## config.mk

```make
export PLATFORM = sky130hd
export DESIGN_NAME = multi_edge_detector
export DESIGN_NICKNAME = d
export VERILOG_FILES = /design/src/rtl/multi_edge_detector.sv
export SDC_FILE = /design/constraint.sdc
export NUM_CORES = 1
export LEC_CHECK = 0
export ABC_CLOCK_PERIOD_IN_PS = 1800
export CAP_MARGIN = 0
export CORE_ASPECT_RATIO = 1.4
export CORE_MARGIN = 1
export CORE_UTILIZATION = 23
export CTS_CLUSTER_DIAMETER = 50
export CTS_CLUSTER_SIZE = 12
export DETAILED_ROUTE_END_ITERATION = 10
export GPL_ROUTABILITY_DRIVEN = 1
export PLACE_DENSITY = 0.45
export SLEW_MARGIN = 40
export SYNTH_ARGS = -nofsm -noshare
export SYNTH_HDL_FRONTEND = slang
export SYNTH_SLANG_ARGS = --single-unit
```

## constraint.sdc

```tcl
create_clock -name clk -period 1.8 [get_ports clk]
set_input_delay 0.27 -clock clk [delete_from_list [all_inputs] [get_ports clk]]
set_output_delay 0.27 -clock clk [all_outputs]
set_load 0.1 [all_outputs]
```

## src/rtl/multi_edge_detector.sv

```systemverilog
// Multi-channel edge detector: per-channel synchroniser, debounce filter,
// mode-qualified edge pulse and sticky event flag with per-channel clear.

module multi_edge_detector_lane #(
  parameter int SYNC_STAGES = 2,
  parameter int DEBOUNCE    = 4
) (
  input  logic       clk,
  input  logic       rst,
  input  logic       in,
  input  logic [1:0] mode,
  input  logic       clr,
  output logic       level,
  output logic       pulse,
  output logic       sticky
);
  localparam int CW = $clog2(DEBOUNCE + 1);

  logic          synced;
  logic [CW-1:0] cnt_q, cnt_d;
  logic          lvl_q, lvl_d;
  logic          pls_q, pls_d;
  logic          stk_q, stk_d;

  generate
    if (SYNC_STAGES == 0) begin : g_nosync
      assign synced = in;
    end else begin : g_sync
      logic [SYNC_STAGES-1:0] sync_q;
      // shift the raw input through the synchroniser chain
      always_ff @(posedge clk) begin
        if (rst) sync_q <= '0;
        else     sync_q <= (sync_q << 1) | SYNC_STAGES'(in);
      end
      assign synced = sync_q[SYNC_STAGES-1];
    end
  endgenerate

  // debounce: count consecutive disagreements, toggle when the run completes
  always_comb begin
    cnt_d = '0;
    lvl_d = lvl_q;
    pls_d = 1'b0;
    if (synced != lvl_q) begin
      if (cnt_q == CW'(DEBOUNCE - 1)) begin
        lvl_d = ~lvl_q;
        // mode[0] qualifies 0->1 toggles, mode[1] qualifies 1->0 toggles
        pls_d = lvl_q ? mode[1] : mode[0];
      end else begin
        cnt_d = cnt_q + 1'b1;
      end
    end
    // a new event wins over a same-cycle clear
    stk_d = pls_d | (stk_q & ~clr);
  end

  // channel state registers
  always_ff @(posedge clk) begin
    if (rst) begin
      cnt_q <= '0;
      lvl_q <= 1'b0;
      pls_q <= 1'b0;
      stk_q <= 1'b0;
    end else begin
      cnt_q <= cnt_d;
      lvl_q <= lvl_d;
      pls_q <= pls_d;
      stk_q <= stk_d;
    end
  end

  assign level  = lvl_q;
  assign pulse  = pls_q;
  assign sticky = stk_q;
endmodule

module multi_edge_detector #(
  parameter int WIDTH       = 8,
  parameter int SYNC_STAGES = 2,
  parameter int DEBOUNCE    = 4
) (
  input  logic               clk,
  input  logic               rst,
  input  logic [WIDTH-1:0]   in,
  input  logic [2*WIDTH-1:0] mode,
  input  logic [WIDTH-1:0]   clr,
  output logic [WIDTH-1:0]   level,
  output logic [WIDTH-1:0]   pulse,
  output logic [WIDTH-1:0]   sticky,
  output logic               any_pulse,
  output logic               irq
);
  generate
    for (genvar i = 0; i < WIDTH; i++) begin : g_lane
      multi_edge_detector_lane #(
        .SYNC_STAGES(SYNC_STAGES),
        .DEBOUNCE   (DEBOUNCE)
      ) u_lane (
        .clk   (clk),
        .rst   (rst),
        .in    (in[i]),
        .mode  (mode[2*i +: 2]),
        .clr   (clr[i]),
        .level (level[i]),
        .pulse (pulse[i]),
        .sticky(sticky[i])
      );
    end
  endgenerate

  assign any_pulse = |pulse;
  assign irq       = |sticky;
endmodule

```

==> impl_metrics.ini <==
[run_status]
outcome = completed

[hold_path]
min-delay-start = rst
hp-class = in2reg
hold_depth = 2
worstHoldEndpoint = g_lane[2].u_lane.g_sync.sync_q[1]$_SDFF_PP0_

[cts]
holdBufCountCts = 0
cts_made_buffers = 9
clock-root-buffer = clkbuf_16
cts_resized = 0
post_cts_buffers = 0
clkLatencyLatePin_ps = 320
cts_tree = yes
clk_path_buf_depth = 2
numClockSinks = 64
htree_levels = 3
clkTransAtPathRegs_ps = 50

[timing]
period_share = 0.8666
hold_viol = 0
fmax_mhz = 641.0
rsz0062_at_grt = no
slew_headroom = 0.8160
finalMaxSlewViolations = 0
finClkSkew_ps = 4.941
setup_viol = 0
worst_slew_pin_slew_ps = 275.9
fin_setup_tns_ps = 0
post-route-min-period_ps = 1560

[global_route]
grt_max_degree = 27
antenna_found_initial = 0
grt_pass1_vias = 1701
grt_pass1_wl_mm = 8.321
track_usage = 0.09438
grt_overflow = 0

[worst_setup_path]
path_buf_inv = 1
r2r_setup_slack_ps = 460
path_depth = 3
crit_family = simple AND/OR/NAND/NOR gates
crit_slowest_cell = dfxtp_1
r2r_start = g_lane[7].u_lane.cnt_q[0]$_SDFF_PP0_
path_class = reg2out
endpoint_kind = output port
critPathArrivalTime_ps = 1290
r2r-end = g_lane[7].u_lane.cnt_q[2]$_SDFF_PP0_
crit_path_start_kind = flip-flop
reg2reg_depth = 4
crit_required_ps = 1530
cp_cell_sequence = nor4_1, nand2_1, buf_12
max_stage_delay_ps = 360
critPathMaxFanout = 3

[drt]
viasPerCell = 3.837
dr.pass1.iters = 4
drc = 0
num_vias = 1692
avgRoutedWirePerCell_um = 11.04
routed_wl_mm = 4.870
drtIter0Drc = 16
ant_nets = 0

[floorplan]
start_util = 0.2379
die_w_um = 91.84
rows = 45
die-area_um2 = 11730
die_h_um = 127.8
ioPinCount = 60
coreArea_um2 = 10920

[finish]
synthToLayoutAreaGrowth_pct = 37.46
diodes = 0
num-nets-final = 347
drive_gt1_frac = 0.2500
fillers = 1131
final_area_um2 = 3572

[yosys]
yosys.area.top_type = dfxtp_1
synth_warnings = 0
synthDominantCellAreaShare = 0.4930
syn_nets = 301
synth_seq_cells = 64
synthTopCellsByArea = dfxtp_1 49%, ha_1 7.7%, buf_4 6.9%
postSynthAreaPerCell_um2 = 10.35
synthDistinctLibCells = 18
synth_area_um2 = 2599
yosysSeqAreaShare = 0.4930
syn_inst = 251

[placed_design]
dp_hpwl_mm = 3.751
gp_congestion = 0.6644
place_area_um2 = 3317
port-buffer-count = 59

[power_and_ir_drop]
ir_drop_mv = 0.4316
p_leak_nw = 1.404
powerDensity_nw_per_um2 = 872.1

[flow_run]
maxCapViolations = 0
-- final cells by class --
cell class / instances / area, um^2 / area share
Inverter: 16 / 60.06 / 0.01681
Timing Repair Buffer: 64 / 745.7 / 0.2088
Clock inverter: 1 / 5.005 / 0.001401
Tap cell: 141 / 176.4 / 0.04939
Sequential cell: 64 / 1281 / 0.3587
Clock buffer: 13 / 250.2 / 0.07005
Multi-Input combinational cell: 142 / 1054 / 0.2949
-- cell families (layout without fill, tap and decap cells) --
| kind of cell | after synthesis | after routing | synth area share |
|---|---|---|---|
| AND/OR/NAND/NOR | 94 | 94 | 0.2321 |
| buffers and inverters | 45 | 94 | 0.1016 |
| AO/OA/AOI/OAI | 16 | 16 | 0.03852 |
| multiplexers | 8 | 8 | 0.03081 |
| XOR/XNOR | 8 | 8 | 0.02696 |
| flip-flops | 64 | 64 | 0.4930 |
| adder cells (fa/ha/maj) | 16 | 16 | 0.07703 |
-- routing by layer --
layer	GRT usage	routed length (um)
met1	0.1110	2294
met2	0.1473	2184
met3	0.02195	250
met4	0.07445	141
met5	0	0
-- cell usage in the layout, fill, tap and decap left out, types with 8 or more instances in the layout --
| cell | n |
|---|---|
| clkbuf_16 | 9 |
| dfxtp_1 | 64 |
| buf_12 | 15 |
| nand3b_1 | 16 |
| buf_4 | 16 |
| a21o_1 | 8 |
| ha_1 | 16 |
| nor2_2 | 24 |
| mux2i_1 | 8 |
| nor2b_1 | 16 |
| clkdlybuf4s50_1 | 32 |
| nand2b_1 | 8 |
| xnor2_1 | 8 |
| inv_1 | 16 |
| or3_4 | 8 |
| nor2_1 | 16 |
| a21oi_1 | 8 |
-- through the flow --
stage                     utilization  power (mW)  cells  hold slack [ps]  worst slack (ps)
after detailed placement       0.3037       1.636    427            419.4             469.9
after CTS                      0.3270       3.178    441            220.5             221.4
final                          0.3270       3.115    441            225.7             240.0
after global routing           0.3270       3.264    441            230.8             68.87
after floorplan                     -       1.540    251            398.2             395.0
after global placement         0.3037       1.635    427            415.7             480.0
-- how the worst max path moves through the flow --
stage | from | to
floorplan | g_lane[1].u_lane.sticky$_SDFF_PP0_ | irq
global placement | g_lane[4].u_lane.cnt_q[0]$_SDFF_PP0_ | g_lane[4].u_lane.cnt_q[2]$_SDFF_PP0_
detailed placement | g_lane[3].u_lane.cnt_q[0]$_SDFF_PP0_ | g_lane[3].u_lane.cnt_q[1]$_SDFF_PP0_
CTS | g_lane[5].u_lane.sticky$_SDFF_PP0_ | irq
global route | g_lane[4].u_lane.sticky$_SDFF_PP0_ | irq
finish | g_lane[4].u_lane.sticky$_SDFF_PP0_ | irq
-- where the power goes --
group / internal [mW] / total, mW / switching (mW)
Combinational: 0.101 / 0.149 / 0.0473
Sequential: 1.44 / 1.45 / 0.0133
Clock: 0.951 / 1.51 / 0.561
Total: 2.49 / 3.12 / 0.621
-- Yosys cell counts (all sizes together) --
| cell | instances |
|---|---|
| a21oi | 8 |
| or3 | 8 |
| mux2i | 8 |
| clkbuf | 1 |
| nor4 | 4 |
| nor2 | 40 |
| nand2b | 8 |
| inv | 16 |
| nand2 | 2 |
| xnor2 | 8 |
| buf | 28 |
| nand3b | 16 |
| ha | 16 |
| nor2b | 16 |
| a21o | 8 |
| dfxtp | 64 |
-- state kept, by name, indices dropped and copies added (netlist names) --
| name | cells |
|---|---|
| g_lane.u_lane.cnt_q | 24 |
| g_lane.u_lane.g_sync.sync_q | 16 |
| g_lane.u_lane.level | 8 |
| g_lane.u_lane.pulse | 8 |
| g_lane.u_lane.sticky | 8 |
Note: power is estimated with default switching activity, not from simulation.
